### config.mk
export PLATFORM = sky130hd
export DESIGN_NAME = actor_motion_flat
export DESIGN_NICKNAME = d
export VERILOG_FILES = /design/src/rtl/actor_pkg.sv /design/src/rtl/actor_motion_if.sv /design/src/rtl/actor_key_dec.sv /design/src/rtl/actor_motion.sv /design/src/flat_wrapper.sv
export SDC_FILE = /design/constraint.sdc
export NUM_CORES = 1
export LEC_CHECK = 0
export ABC_AREA = 1
export BUFFER_PORTS_ARGS = -buffer_cell sky130_fd_sc_hd__buf_4
export CAP_MARGIN = 40
export CORE_MARGIN = 2
export CORE_UTILIZATION = 40
export CTS_CLUSTER_DIAMETER = 100
export CTS_CLUSTER_SIZE = 24
export DETAILED_ROUTE_END_ITERATION = 10
export MAX_ROUTING_LAYER = met4
export PLACE_DENSITY_LB_ADDON = 0.25
export SLEW_MARGIN = 20
export SYNTH_ARGS = -nofsm -noshare
export SYNTH_HDL_FRONTEND = slang
export SYNTH_HIERARCHICAL = 1
export SYNTH_SLANG_ARGS = --single-unit
export TNS_END_PERCENT = 1
### constraint.sdc
create_clock -name frame_clk -period 4.4 [get_ports frame_clk]
set_clock_uncertainty 0.05 [all_clocks]
set_input_delay 0.22 -clock frame_clk [delete_from_list [all_inputs] [get_ports frame_clk]]
set_output_delay 0.22 -clock frame_clk [all_outputs]
set_load 0.01 [all_outputs]
### src/rtl/actor_pkg.sv
// actor_pkg: shared types and constants for the actor motion block.
//   dir_t      - movement direction (NONE, UP, DOWN, LEFT, RIGHT)
//   KEY_*      - keyboard scan codes that request a direction
//   wall_ok()  - selects the wall_free bit that belongs to a direction
package actor_pkg;

  typedef enum logic [2:0] {
    NONE  = 3'd0,
    UP    = 3'd1,
    DOWN  = 3'd2,
    LEFT  = 3'd3,
    RIGHT = 3'd4
  } dir_t;

  localparam logic [7:0] KEY_UP    = 8'h1A;
  localparam logic [7:0] KEY_DOWN  = 8'h16;
  localparam logic [7:0] KEY_LEFT  = 8'h04;
  localparam logic [7:0] KEY_RIGHT = 8'h07;

  // wall_free layout: [3] up, [2] down, [1] left, [0] right.
  // NONE never counts as free so it can never be "applied".
  function automatic logic wall_ok(input dir_t d, input logic [3:0] wf);
    case (d)
      UP:      wall_ok = wf[3];
      DOWN:    wall_ok = wf[2];
      LEFT:    wall_ok = wf[1];
      RIGHT:   wall_ok = wf[0];
      default: wall_ok = 1'b0;
    endcase
  endfunction

endpackage

### src/rtl/actor_motion_if.sv
// actor_motion_if: bundles the game-side inputs and sprite outputs of
// actor_motion.
//   slave  - the motion block (consumes Over/keycode/wall_free/DrawX/DrawY,
//            produces position, velocity, direction and ball_on)
//   master - the game logic / video side driving it
interface actor_motion_if;
  import actor_pkg::*;

  logic       Over;
  logic [7:0] keycode;
  logic [3:0] wall_free;
  logic [9:0] DrawX;
  logic [9:0] DrawY;
  logic [9:0] BallX;
  logic [9:0] BallY;
  logic [9:0] Xmotion;
  logic [9:0] Ymotion;
  dir_t       dir;
  dir_t       pending;
  logic       moving;
  logic       tunnel;
  logic       ball_on;

  modport slave (
    input  Over, keycode, wall_free, DrawX, DrawY,
    output BallX, BallY, Xmotion, Ymotion, dir, pending, moving, tunnel, ball_on
  );

  modport master (
    output Over, keycode, wall_free, DrawX, DrawY,
    input  BallX, BallY, Xmotion, Ymotion, dir, pending, moving, tunnel, ball_on
  );

endinterface

### src/rtl/actor_key_dec.sv
// actor_key_dec: maps a keyboard scan code to a direction request.
//   keycode   in  8  current key
//   key_dir   out    decoded direction, NONE for unrecognised codes
//   key_valid out 1  key_dir is a real direction
module actor_key_dec
  import actor_pkg::*;
(
  input  logic [7:0] keycode,
  output dir_t       key_dir,
  output logic       key_valid
);

  always_comb begin
    key_dir = NONE;
    case (keycode)
      KEY_UP:    key_dir = UP;
      KEY_DOWN:  key_dir = DOWN;
      KEY_LEFT:  key_dir = LEFT;
      KEY_RIGHT: key_dir = RIGHT;
      default:   key_dir = NONE;
    endcase
  end

  assign key_valid = (key_dir != NONE);

endmodule

### src/rtl/actor_motion.sv
// actor_motion: grid-style sprite mover with a queued turn, speed divider,
// wall blocking and optional horizontal tunnel wrap.
//   frame_clk in  1  one rising edge per video frame
//   Reset     in  1  asynchronous active-high reset
//   bus       slave modport of actor_motion_if:
//             Over (sync clear), keycode, wall_free, DrawX/DrawY in;
//             BallX/BallY, Xmotion/Ymotion, dir, pending, moving,
//             tunnel (wrap pulse), ball_on (combinational hit) out
module actor_motion
  import actor_pkg::*;
#(
  parameter int STEP      = 1,
  parameter int SIZE      = 16,
  parameter int X_START   = 314,
  parameter int Y_START   = 209,
  parameter int X_MIN     = 0,
  parameter int X_MAX     = 639,
  parameter int SPEED_DIV = 1,
  parameter int PEND_TTL  = 8,
  parameter int TUNNEL_EN = 1
) (
  input  logic          frame_clk,
  input  logic          Reset,
  actor_motion_if.slave bus
);

  localparam logic [9:0] STEP_P   = 10'(STEP);
  localparam logic [9:0] STEP_N   = ~STEP_P + 10'd1;   // -STEP, added instead of subtracting
  localparam logic [9:0] X_INIT   = 10'(X_START);
  localparam logic [9:0] Y_INIT   = 10'(Y_START);
  localparam logic [9:0] X_LO     = 10'(X_MIN);
  localparam logic [9:0] X_HI     = 10'(X_MAX - SIZE + 1);  // left column when touching X_MAX
  localparam logic [3:0] CNT_LAST = 4'(SPEED_DIV - 1);
  localparam logic [7:0] TTL_INIT = 8'(PEND_TTL);

  logic [9:0] ball_x_reg, ball_x_next, ball_y_reg, ball_y_next;
  logic [9:0] xmot_reg, xmot_next, ymot_reg, ymot_next;
  dir_t       dir_reg, dir_next, pend_reg, pend_next;
  logic [3:0] cnt_reg, cnt_next;
  logic [7:0] ttl_reg, ttl_next;
  logic       tunnel_reg, tunnel_next;

  dir_t key_dir, cand, dir_sel;
  logic key_valid, tick;

  actor_key_dec u_key_dec (
    .keycode   (bus.keycode),
    .key_dir   (key_dir),
    .key_valid (key_valid)
  );

  assign tick = (cnt_reg == CNT_LAST);

  always_ff @(posedge frame_clk or posedge Reset) begin
    if (Reset) begin
      ball_x_reg <= X_INIT;
      ball_y_reg <= Y_INIT;
      dir_reg    <= NONE;
      pend_reg   <= NONE;
      cnt_reg    <= '0;
      ttl_reg    <= '0;
      xmot_reg   <= '0;
      ymot_reg   <= '0;
      tunnel_reg <= 1'b0;
    end else begin
      ball_x_reg <= ball_x_next;
      ball_y_reg <= ball_y_next;
      dir_reg    <= dir_next;
      pend_reg   <= pend_next;
      cnt_reg    <= cnt_next;
      ttl_reg    <= ttl_next;
      xmot_reg   <= xmot_next;
      ymot_reg   <= ymot_next;
      tunnel_reg <= tunnel_next;
    end
  end

  always_comb begin
    ball_x_next = ball_x_reg;
    ball_y_next = ball_y_reg;
    dir_next    = dir_reg;
    pend_next   = pend_reg;
    cnt_next    = tick ? 4'd0 : cnt_reg + 4'd1;
    ttl_next    = ttl_reg;
    xmot_next   = xmot_reg;
    ymot_next   = ymot_reg;
    tunnel_next = 1'b0;
    // A key pressed this frame beats whatever was queued earlier.
    cand        = key_valid ? key_dir : pend_reg;
    dir_sel     = dir_reg;

    if (key_valid) begin
      pend_next = key_dir;
      ttl_next  = TTL_INIT;
    end

    if (tick) begin
      if (wall_ok(cand, bus.wall_free)) begin
        dir_sel   = cand;
        pend_next = NONE;
        ttl_next  = '0;
      end else begin
        if (dir_reg != NONE && !wall_ok(dir_reg, bus.wall_free))
          dir_sel = NONE;
        // A freshly loaded request keeps its full lifetime this frame.
        if (!key_valid && pend_reg != NONE && PEND_TTL != 0) begin
          ttl_next = ttl_reg - 8'd1;
          if (ttl_reg == 8'd1)
            pend_next = NONE;
        end
      end

      dir_next = dir_sel;
      case (dir_sel)
        UP:   ball_y_next = ball_y_reg + STEP_N;
        DOWN: ball_y_next = ball_y_reg + STEP_P;
        LEFT: begin
          if (ball_x_reg == X_LO) begin
            if (TUNNEL_EN != 0) begin
              ball_x_next = X_HI;
              tunnel_next = 1'b1;
            end else begin
              dir_next = NONE;
            end
          end else begin
            ball_x_next = ball_x_reg + STEP_N;
          end
        end
        RIGHT: begin
          if (ball_x_reg == X_HI) begin
            if (TUNNEL_EN != 0) begin
              ball_x_next = X_LO;
              tunnel_next = 1'b1;
            end else begin
              dir_next = NONE;
            end
          end else begin
            ball_x_next = ball_x_reg + STEP_P;
          end
        end
        default: ;
      endcase

      // Velocity follows the final direction, so a blocked edge reads 0.
      xmot_next = (dir_next == LEFT)  ? STEP_N :
                  (dir_next == RIGHT) ? STEP_P : 10'd0;
      ymot_next = (dir_next == UP)    ? STEP_N :
                  (dir_next == DOWN)  ? STEP_P : 10'd0;
    end

    if (bus.Over) begin
      ball_x_next = X_INIT;
      ball_y_next = Y_INIT;
      dir_next    = NONE;
      pend_next   = NONE;
      cnt_next    = '0;
      ttl_next    = '0;
      xmot_next   = '0;
      ymot_next   = '0;
      tunnel_next = 1'b0;
    end
  end

  // 11-bit compare so a sprite near column 1023 does not wrap the window.
  logic [10:0] x_lo, x_hi, y_lo, y_hi, px, py;
  assign x_lo = {1'b0, ball_x_reg};
  assign x_hi = x_lo + 11'(SIZE);
  assign y_lo = {1'b0, ball_y_reg};
  assign y_hi = y_lo + 11'(SIZE);
  assign px   = {1'b0, bus.DrawX};
  assign py   = {1'b0, bus.DrawY};

  assign bus.ball_on = (px >= x_lo) && (px < x_hi) && (py >= y_lo) && (py < y_hi);
  assign bus.BallX   = ball_x_reg;
  assign bus.BallY   = ball_y_reg;
  assign bus.Xmotion = xmot_reg;
  assign bus.Ymotion = ymot_reg;
  assign bus.dir     = dir_reg;
  assign bus.pending = pend_reg;
  assign bus.moving  = (dir_reg != NONE);
  assign bus.tunnel  = tunnel_reg;

endmodule

### src/flat_wrapper.sv
// flat-port wrapper written by rule: the top's interface ports become plain ports
module actor_motion_flat import actor_pkg::*;
#(
  parameter int STEP      = 1,
  parameter int SIZE      = 16,
  parameter int X_START   = 314,
  parameter int Y_START   = 209,
  parameter int X_MIN     = 0,
  parameter int X_MAX     = 639,
  parameter int SPEED_DIV = 1,
  parameter int PEND_TTL  = 8,
  parameter int TUNNEL_EN = 1
)
  (frame_clk, Reset, bus_Over, bus_keycode, bus_wall_free, bus_DrawX, bus_DrawY, bus_BallX, bus_BallY, bus_Xmotion, bus_Ymotion, bus_dir, bus_pending, bus_moving, bus_tunnel, bus_ball_on);
  actor_motion_if bus_i ();
  input  logic frame_clk;
  input  logic Reset;
  input wire logic [$bits(bus_i.Over)-1:0] bus_Over;
  input wire logic [$bits(bus_i.keycode)-1:0] bus_keycode;
  input wire logic [$bits(bus_i.wall_free)-1:0] bus_wall_free;
  input wire logic [$bits(bus_i.DrawX)-1:0] bus_DrawX;
  input wire logic [$bits(bus_i.DrawY)-1:0] bus_DrawY;
  output wire logic [$bits(bus_i.BallX)-1:0] bus_BallX;
  output wire logic [$bits(bus_i.BallY)-1:0] bus_BallY;
  output wire logic [$bits(bus_i.Xmotion)-1:0] bus_Xmotion;
  output wire logic [$bits(bus_i.Ymotion)-1:0] bus_Ymotion;
  output wire logic [$bits(bus_i.dir)-1:0] bus_dir;
  output wire logic [$bits(bus_i.pending)-1:0] bus_pending;
  output wire logic [$bits(bus_i.moving)-1:0] bus_moving;
  output wire logic [$bits(bus_i.tunnel)-1:0] bus_tunnel;
  output wire logic [$bits(bus_i.ball_on)-1:0] bus_ball_on;
  assign bus_i.Over = bus_Over;
  assign bus_i.keycode = bus_keycode;
  assign bus_i.wall_free = bus_wall_free;
  assign bus_i.DrawX = bus_DrawX;
  assign bus_i.DrawY = bus_DrawY;
  assign bus_BallX = bus_i.BallX;
  assign bus_BallY = bus_i.BallY;
  assign bus_Xmotion = bus_i.Xmotion;
  assign bus_Ymotion = bus_i.Ymotion;
  assign bus_dir = bus_i.dir;
  assign bus_pending = bus_i.pending;
  assign bus_moving = bus_i.moving;
  assign bus_tunnel = bus_i.tunnel;
  assign bus_ball_on = bus_i.ball_on;
  actor_motion #(.STEP(STEP), .SIZE(SIZE), .X_START(X_START), .Y_START(Y_START), .X_MIN(X_MIN), .X_MAX(X_MAX), .SPEED_DIV(SPEED_DIV), .PEND_TTL(PEND_TTL), .TUNNEL_EN(TUNNEL_EN)) u_core (.frame_clk(frame_clk), .Reset(Reset), .bus(bus_i));
endmodule
* Word level (Yosys, flattened, before mapping)
Index checks and enable logic that the tools add are counted.
** Operators by class
- Add/subtract/negate cells :: 8
- $mul :: 0
- Div/mod/pow operators :: 0
- Order comparisons :: 4
- Equal/unequal tests :: 22
- Shift-type cells :: 0
- Mux-type cells :: 46
- Bitwise gates (word level) :: 0
- Reductions and logical operators :: 17
** Operators with widths (count)
- 10-bit two-way mux :: 12
- 8-bit two-way mux :: 5
- 10-bit one-hot mux with 2 select lines :: 2
- 3-bit two-way mux :: 12
- 3-bit by 2-bit equality test with 1-bit output (second input constant) :: 8
- 10-bit by 5-bit adder with 11-bit output (second input constant) :: 2
- 10-bit by 11-bit less-than comparator with 1-bit output :: 2
- 10-bit by 1-bit adder with 10-bit output (second input constant) :: 2
- 10-bit adder (second input constant) :: 2
- 10-bit greater-or-equal comparator :: 2
- 8-bit by 3-bit equality test with 1-bit output (second input constant) :: 2
- 8-bit by 5-bit equality test with 1-bit output (second input constant) :: 2
- 3-bit nonzero test :: 5
- 3-bit by 1-bit equality test with 1-bit output (second input constant) :: 4
- 3-bit equality test (second input constant) :: 4
- 3-bit one-hot mux with 4 select lines :: 1
- 10-bit equality test (second input constant) :: 1
- 10-bit logical NOT :: 1
- 1-bit two-way mux :: 9
- 8-bit by 1-bit equality test with 1-bit output (second input constant) :: 1
- 4-bit two-way mux :: 2
- 1-bit one-hot mux with 4 select lines :: 2
- 8-bit by 1-bit subtractor with 8-bit output (second input constant) :: 1
- 1-bit logical AND :: 5
- 6 further kinds :: 8
** Word-level totals
- Bits in registers :: 59
- Bits in latches :: 0
- Bits in writable memories :: 0
- ROM bits :: 0
- Input port bits :: 35
- Output and inout bits :: 49
- Logic and storage cells :: 106
- Memories kept :: 0

* Logic depth before layout (Yosys ltp)
Gate-level depths: netlist of the first run.
- Depth in word-level cells :: 20
- Gate-level depth with buffers :: 27
- Gate-level depth less buffers :: 26

* Modules after synthesis
Netlist of the first run, hierarchy kept.
** By module, submodules not included
- actor_motion :: instances 1, cells an instance 584, area each 4205.3 µm², sequential area each 1087.3 µm²
- actor_key_dec :: instances 1, cells an instance 29, area each 147.6 µm², sequential area each 0.0 µm²

* Worst setup path after synthesis of the first run
OpenSTA, ideal clock, no wires.
- Path type :: input to register
- Start point :: in bus_keycode[5]
- End point :: reg u_core.ball_y_reg[7] (netlist: u_core/bus.BallY[7])
- Setup time :: 0.069 ns
- Arrival time :: 2.709 ns
- Required time :: 4.281 ns
- Path slack :: 1.572 ns
- Stages on the path :: 23
- Path buffers :: 1
- Cells stage by stage :: nor2_1 -> nand2_2 -> nor2_4 -> nor2_2 -> nand2_1 -> buf_6 -> inv_6 -> nand2_1 -> nand2_1 -> nand2_1 -> nand4_4 -> nand2_1 -> nand2_1 -> inv_2 -> nand2_2 -> ha_1 -> nand2_1 -> o21ai_0 -> nand3_1 -> a21oi_1 -> nand3b_1 -> nand2_1 -> o21ai_2
** On the way
- Word-level cells in the longest chain between the ends :: 13
- Elaborated cells between the ends (all ways) :: 22
- Classes of those cells :: eq/ne: 10; mux: 9; reduce/logical: 3
** RTL lines
- start: declaration :: line flat_wrapper.sv:19 : input wire logic [$bits(bus_i.keycode)-1:0] bus_keycode;
- 8-bit by 3-bit equality test with 1-bit output / 8-bit by 5-bit equality test with 1-bit output (equally long branches) :: line actor_key_dec.sv:15 : case (keycode)
- 3-bit one-hot mux with 4 select lines (*) :: line actor_key_dec.sv:15
- 3-bit nonzero test (*) :: line actor_key_dec.sv:24 : assign key_valid = (key_dir != NONE);
- net u_core.key_valid :: line actor_motion.sv:44 : logic key_valid, tick;
- 3-bit two-way mux (*) :: line actor_motion.sv:89 : cand = key_valid ? key_dir : pend_reg;
- 3-bit equality test, or another cell as far along :: line actor_pkg.sv:23 : case (d)
- 1-bit one-hot mux with 4 select lines :: line actor_pkg.sv:23
- 1-bit two-way mux :: line actor_motion.sv:97 : if (tick) begin
- 3-bit two-way mux (*) :: line actor_motion.sv:98 : if (wall_ok(cand, bus.wall_free)) begin
- 3-bit two-way mux (*) :: line actor_motion.sv:97
- 3-bit by 2-bit equality test with 1-bit output / 3-bit by 1-bit equality test with 1-bit output (equally long branches) :: line actor_motion.sv:114 : case (dir_sel)
- 10-bit one-hot mux with 2 select lines :: line actor_motion.sv:114
- 10-bit two-way mux :: line actor_motion.sv:97
- 10-bit two-way mux :: line actor_motion.sv:151 : if (bus.Over) begin
- end signal: assignment :: line actor_motion.sv:67 : ball_y_reg <= ball_y_next;
- end: declaration :: line actor_motion.sv:36 : logic [9:0] ball_x_reg, ball_x_next, ball_y_reg, ball_y_next;
The timed path passes the listed nets; every way through them passes the cells marked *. The select of a mux whose other input is x is not followed.
A chain may end at the register's enable or synchronous reset.

* Worst setup path in the final report of the first run
- Start point :: in bus_keycode[5]
- End point :: reg u_core.ball_y_reg[7] (netlist: u_core/bus.BallY[7])
** On the way
- Word-level cells in the longest chain between the ends :: 13
- Elaborated cells between the ends (all ways) :: 22
- Classes of those cells :: eq/ne: 10; mux: 9; reduce/logical: 3
** RTL lines
- 8-bit by 3-bit equality test with 1-bit output / 8-bit by 5-bit equality test with 1-bit output (equally long branches) :: line actor_key_dec.sv:15
- 3-bit one-hot mux with 4 select lines (*) :: line actor_key_dec.sv:15
- net u_core.key_dir[2] :: line actor_motion.sv:43 : dir_t key_dir, cand, dir_sel;
- 3-bit nonzero test (*) :: line actor_key_dec.sv:24
- net u_core.key_valid :: line actor_motion.sv:44
- 3-bit two-way mux (*) :: line actor_motion.sv:89
- 3-bit equality test, or another cell as far along :: line actor_pkg.sv:23
- 1-bit one-hot mux with 4 select lines :: line actor_pkg.sv:23
- 1-bit two-way mux :: line actor_motion.sv:97
- 3-bit two-way mux (*) :: line actor_motion.sv:98
- 3-bit two-way mux (*) :: line actor_motion.sv:97
- 3-bit by 2-bit equality test with 1-bit output / 3-bit by 1-bit equality test with 1-bit output (equally long branches) :: line actor_motion.sv:114
- 10-bit one-hot mux with 2 select lines :: line actor_motion.sv:114
- 10-bit two-way mux :: line actor_motion.sv:97
- 10-bit two-way mux :: line actor_motion.sv:151
Marks and branches as above.

==> impl_metrics.toml, run 1 <==
[power_and_ir_drop]
clkPwrFrac = 0.208
power_frac_seq = 0.398
p_switching_uw = 454
switching_share = 0.379
p_total_uw = 1200
powerDensity_nw_per_um2 = 236
p_leak_uw = 0.00258
peakVddDrop_uv = 132
p_int_uw = 743
pwr-share-comb = 0.394

[critical_path]
worst-path-max-fanout = 11
critPathTopFamily = "simple AND/OR/NAND/NOR gates"
crit_type = "in2reg"
arrival_ns = 3.45
crit_path_end_kind = "flop"
crit_chain = "buf_4 -> nor2_1 -> nand2_2 -> nor2_4 -> nor2_1 -> nand2_1 -> nand2_1 -> nand2_2 -> nand3_1 -> nand2_1 -> nand2_2 -> nand2_2 -> nand2_2 -> nand2_2 -> nand2_2 -> ha_1 -> nand2_1 -> o21ai_0 -> nand3_1 -> a21oi_1 -> nand3b_1 -> nand2_1 -> o21ai_2"
start_kind = "input pin"
cp_slowest_stage_delay_ns = 0.42
slowest_stage = "ha_1"
crit_top_cell = "nand2_2"
critical_path_required_ns = 4.58
cp.buffers_inverters = 1
reg2reg_slack_ns = 1.55

[finish]
fill_cells = 1089
layout-area-overhead-vs-synth_pct = 16.5
nNetsFinal = 765
multi_input_comb_area_um2 = 2770
layout-drive-gt1-share = 0.223
antenna_cells = 0
regArea_um2 = 1090

[yosys]
ys_seq_elements = 43
synth_cells = 613
synth_top_flop_cell = "dfrtp_1"
synth_area_leaders = "dfrtp_1, ha_1, nand2_1"
synth_edf_count = 0
synthArstFlopShare = 1.00
yosysMostFrequentCell = "nand2_1"
synth_top_area_frac = 0.195
syn_nets = 698
seq_area_frac_synth = 0.250
yosysTopAreaCell = "dfrtp_1"
synth_warnings = 6
synth.distinct_cells = 48
synthesis.area_um2 = 4350
synth_common_cells = "nand2_1, inv_1, nor2_1"
synth.avg_cell_area_um2 = 7.10

[clock_network]
clk_path_buf_depth = 2
cts_tree = "yes"
cts-resized-gates = 0
cts_root_buf = "clkbuf_8"
cts_buffers = 5
cts_setup_buffers = 0
clk_latency_ns = 0.29
cts.sinks = 43
htreeDepth = 2
postCtsHoldBufs = 0
clkTransAtPathRegs_ns = 0.08

[floorplan]
die_area_um2 = 11700
ios = 84
coreArea_um2 = 10700
die_x_um = 108
initial_core_util = 0.405
rows = 38
fp.dieH_um = 108

[min_path]
min_path_type = "in2async"

[placed_design]
place_congestion = 0.907
dp_hpwl_um = 8680
dp_slack_ns = 0.833
portBuffers = 83

[route]
firstDrtPassIters = 6
ant_nets = 0
num_vias = 4155
route.detailed.drc = 0
drt_iter0_markers = 254
wl_per_cell_um = 13.0
viasPerCell = 5.06
wirelength_um = 10700

[global_routing]
grt_pass1_vias = 3891
antenna_found_initial = 0
grt_max_degree = 44
grt_overflow = 0
grtUsageTotal = 0.193
grt_first_pass_wirelength_um = 17900

[run_status]
status = "finished, final reports clean"

[sta]
worst_pin_slew_ns = 0.652
layout_min_cycle_time_ns = 3.27
rsz0062_at_grt = "no"
finalHoldViolations = 0
fmax_mhz = 305
finalSetupTns_ns = 0
slew_violations = 0
setup-violations-final = 0
slew_headroom = 0.562
layout_setup_ws_ns = 1.13
fin_hold_ws_ns = 0.0104
post-route-period-util = 0.744

[job]
cap_violations = 0
==> cells by family after synthesis <==
family	count (synthesis)	share of synthesized area
xor gates and xnor gates	27	0.0543
and+or+nand+nor	306	0.322
adders and majority gates	50	0.145
buffers and inverters	106	0.114
DFF	43	0.250
AOI/OAI and AO/OA	81	0.115
==> per-layer routing <==
layer | GRT usage | routed length [um] | up-vias
met5 | - | 0 | -
li1 | - | - | 2144
met4 | 0.0220 | 41 | 0
met3 | 0.0265 | 424 | 4
met1 | 0.254 | 4980 | 1912
met2 | 0.328 | 5220 | 95
==> metrics by stage <==
stage,cell area (um^2),instances,util
after floorplan,4350,613,-
after global routing,5070,821,0.472
final,5070,821,0.472
after global placement,4970,812,0.463
after CTS,5060,820,0.471
after detailed placement,4970,812,0.463
==> path summary, 6_finish.rpt <==
kind,from,endpoint,cells after the start
hold reg to reg,u_core/cnt_reg[0],u_core/cnt_reg[0],1
hold / removal,Reset,u_core/bus.BallY[2],3
setup / recovery,bus_keycode[5],u_core/bus.BallY[7],23
min in group frame_clk,bus_Over,u_core/cnt_reg[1],2
max in group asynchronous,Reset,u_core/bus.BallX[3],3
setup reg to reg,u_core/bus.dir[0],u_core/bus.BallY[7],16
==> placed cells by master (no fill, tap or decap), types with 2 or more instances in the layout <==
| master | synthesis | final |
|---|---|---|
| a211oi_1 | 4 | 4 |
| a21oi_1 | 29 | 29 |
| a31oi_1 | 3 | 3 |
| buf_4 | 17 | 84 |
| clkbuf_8 | 0 | 5 |
| clkinv_1 | 2 | 3 |
| dfrtp_1 | 34 | 34 |
| dfstp_2 | 9 | 9 |
| ha_1 | 49 | 49 |
| inv_1 | 72 | 71 |
| inv_2 | 6 | 6 |
| nand2_1 | 134 | 134 |
| nand2_2 | 21 | 21 |
| nand3_1 | 51 | 51 |
| nand3b_1 | 2 | 2 |
| nand4_1 | 10 | 10 |
| nor2_1 | 64 | 64 |
| nor2_2 | 3 | 3 |
| nor2_4 | 3 | 3 |
| nor3_1 | 6 | 6 |
| nor4_1 | 4 | 4 |
| o211ai_1 | 2 | 2 |
| o21ai_0 | 15 | 15 |
| o21ai_1 | 4 | 4 |
| o21ai_2 | 10 | 10 |
| o21bai_1 | 2 | 2 |
| o22ai_1 | 4 | 4 |
| o311ai_0 | 2 | 2 |
| or2_2 | 2 | 2 |
| xnor2_1 | 6 | 6 |
| xor2_1 | 21 | 21 |
==> cell type report <==
cell class / instances / share of cell area
clock buffer: 6 / 0.0143
clock inverter: 2 / 0.00247
inverter: 81 / 0.0609
multi-input combinational: 464 / 0.546
sequential: 43 / 0.214
tap: 140 / 0.0345
timing repair buffer: 85 / 0.127
==> power by group through the flow <==
stage	combinational (uW)	sequential [uW]	clock, uW
finish	471	476	249
global route	542	483	281
CTS	471	478	266
detailed placement	467	485	0
global placement	463	486	0
floorplan	332	480	0
==> worst register-to-register path: cells and delay by family, from the launching register on <==
family                   cells  cell delay, ns
flip-flops                   1            0.44
AO/OA/AOI/OAI                3            0.51
AND/OR/NAND/NOR             11            1.27
adder cells (fa/ha/maj)      1            0.42
buffers and inverters        1            0.10
No activity file was read; power rests on OpenSTA's default activity.
==> run 2, diff against run 1 <==
Clock period 4.4 ns to 3 ns, I/O delays scaled along.
==> run 2 against run 1 <==
  * Sequential power increased by 47%
  * Combinational power increased by 63%
  * Global-route usage increased by 0.91 points
  * Sequential share of layout area decreased by 1.5 points
  * Largest power group is now combinational cells
==> impl_metrics.toml, run 2 (synthesized netlist as in run 1, its figures left out) <==
[run_status]
status = "finished, final reports clean"

[power_and_ir_drop]
powerDensity_nw_per_um2 = 352
p_leak_uw = 0.00277
peakVddDrop_uv = 186

[finish]
layout-drive-gt1-share = 0.278
final_common_cell = "nand2_1"
fin_area_um2 = 5450
nNetsFinal = 800
antenna_cells = 0
final_cell_mix = "nand2_1, buf_4, inv_1, nor2_1, nand3_1"
instances_no_fill = 856
layout-area-overhead-vs-synth_pct = 25.2

[sta]
setup-violations-final = 0
worst_pin_slew_ns = 0.601
fin_hold_ws_ns = 0.305
finalHoldViolations = 0
rsz0062_at_grt = "yes"
layout_min_cycle_time_ns = 2.86
slew_violations = 0
slew_headroom = 0.596
fmax_mhz = 349
post-route-period-util = 0.955

[global_routing]
antenna_found_initial = 0
met1_usage = 0.261
grtUsageTotal = 0.202
grt_overflow = 0
grt_max_degree = 32
grt_pass1_vias = 4083
grt.busiest_layer = "met2"
grt_first_pass_wirelength_um = 18800
grt_util_met3 = 0.0301
grt_util_met2 = 0.336

[route]
route.detailed.drc = 0
ant_nets = 0
firstDrtPassIters = 5
num_vias = 4335
drt_iter0_markers = 177
viasPerCell = 5.06
wl_per_cell_um = 13.4
wirelength_um = 11400

[critical_path]
cp-startpoint = "u_core/bus.BallX[5]"
crit_type = "reg2out"
start_kind = "flop"
timing.rr.start = "u_core/bus.dir[0]"
arrival_ns = 2.66
worst-path-max-fanout = 6
critical_path_required_ns = 2.80
crit_path_end_kind = "output pin"

[job]
cap_violations = 0

[clock_network]
cts_buffers = 5
cts.sinks = 43
cts_root_buf = "clkbuf_8"
clkTransAtPathRegs_ns = 0.08
clk_latency_ns = 0.30
htreeDepth = 2
clk_path_buf_depth = 2
cts_tree = "yes"

[placed_design]
dpl-instance-area_um2 = 5220
place_congestion = 0.920
portBuffers = 83
place_inst = 845
dp_hpwl_um = 9150

[floorplan]
ios = 84
die_x_um = 108
initial_core_util = 0.405
rows = 38
fp.dieH_um = 108
coreArea_um2 = 10700
die_area_um2 = 11700

[min_path]
min_path_type = "in2async"
## run 2: changes by cell type in the layout (fill, tap and decap cells not counted), moves of 3 or more
cell / before / now
buf_4: 84 / 117
nor2_1: 64 / 61
nand2_1: 134 / 131
ha_1: 49 / 46
## run 2: where the power goes
part	total [uW]	switching (uW)	internal [uW]
clock network	451	202	249
registers	698	62.5	636
logic	767	429	338
## run 2: worst max-delay path: stages (launching register included)
cell and delay, ns:
dfstp_2 0.55, buf_6 0.13, nand2_2 0.08, nor3_4 0.17
nand2_1 0.08, xor2_1 0.15, ha_1 0.31, nand4_1 0.15
nor4_2 0.28, o21ai_1 0.11, nand3_1 0.14, nor2_1 0.06
buf_4 0.16
## run 2: per-stage QoR
step / setup WS [ns] / util / TNS [ns] / power [uW]
after floorplan: 0.242 / - / 0 / 1190
after global placement: -0.116 / 0.486 / -0.459 / 1430
after detailed placement: -0.296 / 0.486 / -1.60 / 1450
after CTS: 0.00441 / 0.498 / 0 / 1910
after global routing: -0.0601 / 0.507 / -0.0739 / 2070
final: 0.135 / 0.507 / 0 / 1920
## run 2: layout make-up
cell class	instances	area (um^2)
clock buffer	7	76.3
clock inverter	1	30.0
fill	1106	5300
inverter	81	313
multi-input combinational	464	2860
sequential	43	1090
tap	140	175
timing repair buffer	120	910
## run 2: what timing repair did
item,in CTS,in global routing
endpoints found under the setup margin,0,8
hold buffers,2,0
gates resized for setup,0,22
setup buffers,0,1
endpoints found under the hold margin,8,0
## run 2: final timing paths
check | to | slack [ns] | depth (start not counted)
max reg2reg | u_core/bus.BallY[9] | 0.37 | 19
min reg2reg | u_core/cnt_reg[0] | 0.44 | 1
max | bus_ball_on | 0.14 | 12
min in group frame_clk | u_core/cnt_reg[0] | 0.44 | 1
min | u_core/bus.BallY[2] | 0.30 | 3
max in group asynchronous | u_core/bus.BallX[8] | 1.84 | 4
## run 2: layer usage
metal / up-vias / part of all wire
li1: 2193 / -
met2: 97 / 0.48
met3: 16 / 0.037
met5: - / 0
met1: 2029 / 0.47
met4: 0 / 0.013
